### src/rtl/next_pc_if.sv
// Fetch request bus between the next-PC unit and instruction memory:
// the requested address, its valid/ready handshake and the front-end flush.
interface next_pc_if;
  logic [31:0] pc;
  logic [31:0] pc_plus4;
  logic        pc_valid;
  logic        if_ready;
  logic        flush;

  modport master (
    output pc,
    output pc_plus4,
    output pc_valid,
    output flush,
    input  if_ready
  );

  modport slave (
    input  pc,
    input  pc_plus4,
    input  pc_valid,
    input  flush,
    output if_ready
  );
endinterface

### src/rtl/next_pc_unit.sv
// Fetch program counter: sequential advance, branch/jump/jr redirects and IF/ID flush.
// Define DELAY_SLOT_EN for MIPS delay slots (redirect deferred one fetch, no flush).
module next_pc_unit #(
  parameter logic [31:0] RESET_PC = 32'h0000_0000
) (
  input  logic               clk,
  input  logic               rst,
  input  logic               stall,
  input  logic               branch_taken,
  input  logic signed [29:0] imm30,
  input  logic [31:0]        br_base,
  input  logic               jump,
  input  logic [25:0]        jump_target,
  input  logic               jr,
  input  logic [31:0]        jr_addr,
  next_pc_if.master          bus
);

  typedef enum logic [1:0] {
    BOOT    = 2'd0,
`ifdef DELAY_SLOT_EN
    PENDING = 2'd2,
`endif
    RUN     = 2'd1
  } state_t;

  state_t      state_q, state_d;
  logic [29:0] pc_w, pc_d;
  logic [29:0] target;
  logic        redirect;
  logic        accept;
  logic        unused;

  // Word-address branch target; the offset is two's complement and wraps mod 2^30.
  function automatic logic [29:0] branch_word(input logic [29:0] base,
                                              input logic signed [29:0] off);
    return base + $unsigned(off);
  endfunction

  assign redirect = jr | jump | branch_taken;
  assign unused   = ^{jr_addr[1:0], br_base[1:0]};

  always_comb begin
    target = branch_word(br_base[31:2], imm30);
    if (jr)
      target = jr_addr[31:2];
    else if (jump)
      target = {br_base[31:28], jump_target};
  end

  assign bus.pc_valid = (state_q != BOOT);
  assign bus.pc       = {pc_w, 2'b00};
  assign bus.pc_plus4 = {pc_w + 30'd1, 2'b00};
  assign accept       = bus.pc_valid & bus.if_ready & ~stall;

`ifdef DELAY_SLOT_EN
  logic [29:0] pend_w, pend_d;

  assign bus.flush = 1'b0;

  always_comb begin
    state_d = state_q;
    pc_d    = pc_w;
    pend_d  = pend_w;
    case (state_q)
      BOOT: state_d = RUN;
      RUN: begin
        if (accept)
          pc_d = pc_w + 30'd1;
        if (redirect) begin
          pend_d  = target;
          state_d = PENDING;
        end
      end
      // The delay slot fetch is the accept that releases the deferred target.
      PENDING: begin
        if (accept) begin
          pc_d    = pend_w;
          state_d = RUN;
        end
      end
      default: state_d = BOOT;
    endcase
  end

  always_ff @(posedge clk or posedge rst) begin
    if (rst) begin
      state_q <= BOOT;
      pc_w    <= RESET_PC[31:2];
      pend_w  <= '0;
    end else begin
      state_q <= state_d;
      pc_w    <= pc_d;
      pend_w  <= pend_d;
    end
  end
`else
  logic flush_q, flush_d;

  assign bus.flush = flush_q;

  always_comb begin
    state_d = state_q;
    pc_d    = pc_w;
    flush_d = 1'b0;
    case (state_q)
      BOOT: state_d = RUN;
      // Redirect wins over stall and if_ready so a resolved branch is never lost.
      RUN: begin
        if (redirect) begin
          pc_d    = target;
          flush_d = 1'b1;
        end else if (accept) begin
          pc_d = pc_w + 30'd1;
        end
      end
      default: state_d = BOOT;
    endcase
  end

  always_ff @(posedge clk or posedge rst) begin
    if (rst) begin
      state_q <= BOOT;
      pc_w    <= RESET_PC[31:2];
      flush_q <= 1'b0;
    end else begin
      state_q <= state_d;
      pc_w    <= pc_d;
      flush_q <= flush_d;
    end
  end
`endif

endmodule

### src/flat_wrapper.sv
// flat-port wrapper written by rule: the top's interface ports become plain ports
module next_pc_unit_flat 
#(
  parameter logic [31:0] RESET_PC = 32'h0000_0000
)
  (clk, rst, stall, branch_taken, imm30, br_base, jump, jump_target, jr, jr_addr, bus_pc, bus_pc_plus4, bus_pc_valid, bus_flush, bus_if_ready);
  next_pc_if bus_i ();
  input  logic clk;
  input  logic rst;
  input  logic stall;
  input  logic branch_taken;
  input  logic signed [29:0] imm30;
  input  logic [31:0] br_base;
  input  logic jump;
  input  logic [25:0] jump_target;
  input  logic jr;
  input  logic [31:0] jr_addr;
  output wire logic [$bits(bus_i.pc)-1:0] bus_pc;
  output wire logic [$bits(bus_i.pc_plus4)-1:0] bus_pc_plus4;
  output wire logic [$bits(bus_i.pc_valid)-1:0] bus_pc_valid;
  output wire logic [$bits(bus_i.flush)-1:0] bus_flush;
  input wire logic [$bits(bus_i.if_ready)-1:0] bus_if_ready;
  assign bus_pc = bus_i.pc;
  assign bus_pc_plus4 = bus_i.pc_plus4;
  assign bus_pc_valid = bus_i.pc_valid;
  assign bus_flush = bus_i.flush;
  assign bus_i.if_ready = bus_if_ready;
  next_pc_unit #(.RESET_PC(RESET_PC)) u_core (.clk(clk), .rst(rst), .stall(stall), .branch_taken(branch_taken), .imm30(imm30), .br_base(br_base), .jump(jump), .jump_target(jump_target), .jr(jr), .jr_addr(jr_addr), .bus(bus_i));
endmodule
### config.mk
export PLATFORM = sky130hd
export DESIGN_NAME = next_pc_unit_flat
export DESIGN_NICKNAME = d
export VERILOG_FILES = /design/src/rtl/next_pc_if.sv /design/src/rtl/next_pc_unit.sv /design/src/flat_wrapper.sv
export SDC_FILE = /design/constraint.sdc
export NUM_CORES = 1
export LEC_CHECK = 0
export BUFFER_PORTS_ARGS = -buffer_cell sky130_fd_sc_hd__buf_2
export CORE_MARGIN = 5
export CORE_UTILIZATION = 40
export CTS_CLUSTER_SIZE = 24
export DETAILED_ROUTE_END_ITERATION = 8
export PLACE_DENSITY = 0.71
export RECOVER_POWER = 100
export SETUP_SLACK_MARGIN = 0.5
export SLEW_MARGIN = 5
export SYNTH_ARGS = -nofsm -noshare
export SYNTH_HDL_FRONTEND = slang
export SYNTH_SLANG_ARGS = --single-unit
### constraint.sdc
create_clock -name clk -period 3.15 [get_ports clk]
set_clock_uncertainty 0.1 [all_clocks]
set_input_delay 0.315 -clock clk [delete_from_list [all_inputs] [get_ports clk]]
set_output_delay 0.315 -clock clk [all_outputs]
set_load 0.1 [all_outputs]
==> results by stage <==
Yosys:
- The library cell occupying the most area in the post-synthesis netlist is dfrtp_1.
- Of the synthesized area, sequential elements account for 0.198.
- The number of synthesized register bits is 32.
- After synthesis, the cell types taking the most area are dfrtp_1 (20%), ha_1 (9.3%), nand2_1 (6.3%).
- The share of async-settable or async-resettable flops after synthesis is 1.00.
- Among all flip-flop cells after synthesis, the most frequent one is dfrtp_1.
- After technology mapping, the gate count stands at between 500 and 600.
- The average instance in the mapped netlist occupies 7.44 sq um.
- The count of different cell masters after synthesis is 64.
- The top cell type's share of synthesized area is 0.198.
- The cell area that synthesis handed to floorplanning was 4040 sq um.
- Counting flops with a built-in enable in the synthesized netlist gives 0.
- The warning count from the yosys run is 0.

Critical path:
- The dominant delay contributor by cell family on the critical path is buffers and inverters.
- At the worst endpoint, the required time is approximately 2.7 ns.
- Data on the critical path arrives at its endpoint at about 2.4 ns.
- The signal on the critical path passes through nand4_1 > nor3_1 > xor2_2 > clkbuf_1.
- Together, buffers and inverters on the worst path number 1.
- The path type of the worst setup path is reg2out.
- The kind of end point of the critical path is an output pin.
- The startpoint type of the worst setup path is a flip-flop.
- Of all nets on the critical path, the largest fanout is 6.
- In this design, the stage delay of the slowest critical-path cell is 0.90 ns.
- The critical-path cell with the highest stage delay is clkbuf_1.

Pwr:
- Power spread over the standard cell area amounts to roughly 510 nW/um^2.
- The analysis attributes to cell leakage a power of 2.64 nW.
- IR analysis of the VDD net gives a maximum drop of between 0.3 and 0.4 mV.

STA:
- The count of final max-slew check failures is 33.
- Of the available clock period, the critical path in the final layout requires 0.888.
- The number of hold violations in the final report is 0.
- Subtracting the final worst setup slack from the clock period gives roughly 2.8 ns.
- For the pin with the worst max-slew slack, the measured transition is approximately 1.8 ns.
- The maximum clock frequency is 357 MHz.
- The number of setup violations in the final report is 0.
- Setup repair after global routing could not meet its margin everywhere.
- The final setup TNS is 0 ns.
- Headroom to the max-slew limit came out at -0.193.

Clocking:
- The TritonCTS clock tree is done.
- The clock transition time at the flip-flop clock pins of the worst setup and hold paths is about 0.06 ns.
- The number of buffers inserted during clock tree synthesis is 5.
- The clock sink count is 32.
- The CTS root buffer is clkbuf_8.
- After clock tree synthesis, the flow added hold-fix buffers numbering 0.
- The later-pin clock latency in the skew report is around 0.28 ns.
- The clock tree synthesis step divided the H-tree into 2 levels.
- The maximum count of clock buffers along a single path is 2.

Worst hold path:
- In this run the worst hold path is classified as in2reg.

Global route:
- The met3 layer usage reported by global route is 0.0356.
- The initial antenna violation count came to 0.
- For met1 alone, demand over resource in global routing was 0.302.
- The via count of the first global-routing pass is roughly 4800.
- The fraction of met2 tracks used by global routing is 0.384.
- For this run, the total global-route usage over all layers was measured as 0.228.
- Summed over all layers, the global routing overflow is 0.
- The maximum number of pins on one net before global-route repair is 33.
- The first-pass GRT wire length is around 24000 microns.
- The global routing stage identified its most utilized layer as met2.

Die:
- The boundary pin count is roughly 190.
- In this run the vertical extent of the chip is 110 microns.
- The floorplan core area is between 9000 and 10000 sq um.
- From left edge to right edge, the die measures 110 microns.
- The effective utilization at floorplan is 0.411.
- Row generation in the floorplan step produced 36 rows.
- The floorplan step defined a die boundary enclosing around 12000 sq um.

Final layout:
- The area added between synthesis and finish is 46.9%.
- After the last flow step, the layout net total stands at between 800 and 900.
- The core utilization of the finished layout is 0.604.
- In the final layout, the share of cells above drive strength 1 is 0.360.
- The repair_antennas step left the layout with diodes totalling 0.

Outcome:
- The checks that failed: max-capacitance violations, max-slew violations.
- The flow ran to the end, but the final reports show violations.

Route:
- The routed wirelength normalized by instance count is 17.0 microns.
- The pre-antenna-repair detailed-routing pass consisted of 5 iterations.
- The residual antenna-violating net count after detailed routing is 0.
- After detailed routing, the number of remaining DRC violations is 0.
- The detailed router finished its first iteration with slightly above 300 violations.
- The wire length reported by the detailed router is ~15000 microns.
- The final route contains between 4000 and 5000 vias.
- The routed via count divided by cell count is 5.56.

Placed design:
- The HPWL reported at the end of detailed placement is 11900 microns.
- The global placement routability congestion is between 0.8 and 0.9.
- The count of input and output buffers is between 150 and 200.

Run:
- The max capacitance violation total is 1.
==> sequential cells by signal (all words and copies together) (netlist names) <==
register          flops
u_core.pc_w          30
u_core.state_q        1
u_core.bus.flush      1
==> path summary, 6_finish.rpt <==
kind,depth (start not counted),slack [ns],endpoint,startpoint
worst min-delay path,3,0.21,u_core.pc_w[14],jr_addr[16]
worst max register to register,11,0.71,u_core.pc_w[27],u_core.pc_w[0]
worst min register to register,2,0.50,u_core.pc_w[14],u_core.pc_w[14]
max in group asynchronous,3,1.12,u_core.pc_w[18],rst
worst max-delay path,4,0.35,bus_pc_plus4[11],u_core.pc_w[3]
min in group asynchronous,3,0.56,u_core.pc_w[3],rst
==> synthesized netlist by cell type, types with 8 or more instances <==
master / instances
nand4_1: 11
and3_1: 8
nor3_1: 14
dfrtp_1: 32
o211ai_1: 9
nor2_1: 46
nand2_1: 68
or3_1: 8
xnor2_1: 22
ha_1: 30
nand3_1: 24
inv_1: 13
a222oi_1: 12
xor2_1: 27
a21oi_1: 45
o21ai_0: 40
a31oi_1: 8
o21a_1: 9
clkbuf_1: 22
nand2b_1: 9
==> power by group <==
group	switching, mW	total (mW)	internal, mW
sequential	0.144	0.647	0.503
clock	0.145	0.323	0.178
combinational	1.52	2.02	0.501
==> logic make-up after synthesis <==
| family | synth area share |
|---|---|
| fa+ha+maj | 0.0980 |
| other cells | 0.00186 |
| flops | 0.198 |
| simple gates | 0.248 |
| xor+xnor | 0.106 |
| compound gates | 0.290 |
| mux | 0.0130 |
| buf+inv | 0.0447 |
==> layout by cell type, fill, tap and decap left out, drive strengths merged, types with 6 or more instances in the layout <==
cell,Yosys,routed
buf,7,154
clkbuf,22,71
nand2,68,68
a21oi,46,46
nor2,46,46
o21ai,41,41
dfrtp,32,32
ha,30,30
xor2,27,27
nand3,24,24
xnor2,22,22
nor3,14,14
inv,13,13
a222oi,12,12
nand4,11,11
and3,10,10
o211ai,9,9
nand2b,9,9
o21a,9,9
a31oi,8,8
or3,8,8
a21o,7,7
o31ai,7,7
a221oi,6,6
==> tightest hold or removal path: stages <==
cell     delay [ns]
buf_2          0.08
a32oi_1        0.09
nand2_1        0.06
==> metrics by stage <==
stage	power [mW]	hold slack, ns	std cells	area (sq um)	setup slack (ns)
finish	2.99	0.214	874	5930	0.352
global route	3.13	0.209	874	5930	0.229
detailed placement	2.64	0.327	845	5710	0.178
floorplan	2.25	0.331	545	4660	0.169
global placement	2.62	0.327	845	5710	0.239
CTS	3.01	0.0328	863	5960	0.423
==> routing by layer <==
layer / part of all wire / vias up / wire [microns]
met1: 0.44 / 2257 / 6550
li1: - / 2388 / -
met2: 0.48 / 204 / 7100
met5: 0 / - / 0
met3: 0.068 / 12 / 1010
met4: 0.014 / 0 / 208
==> layout make-up <==
type	instances	area (sq um)
Tap cell	133	166
Timing Repair Buffer	217	1150
Sequential cell	32	878
Inverter	13	48.8
Multi-Input combinational cell	471	3600
Fill cell	974	3890
Clock buffer	8	90.1
==> repair_timing <==
item | 4_1_cts | 5_1_grt
endpoints found under the setup margin | 20 | 28
pin swaps | 4 | 11
buffers inserted | 10 | 11
resized for setup | 26 | 15
No activity file was read; power rests on OpenSTA's default activity.
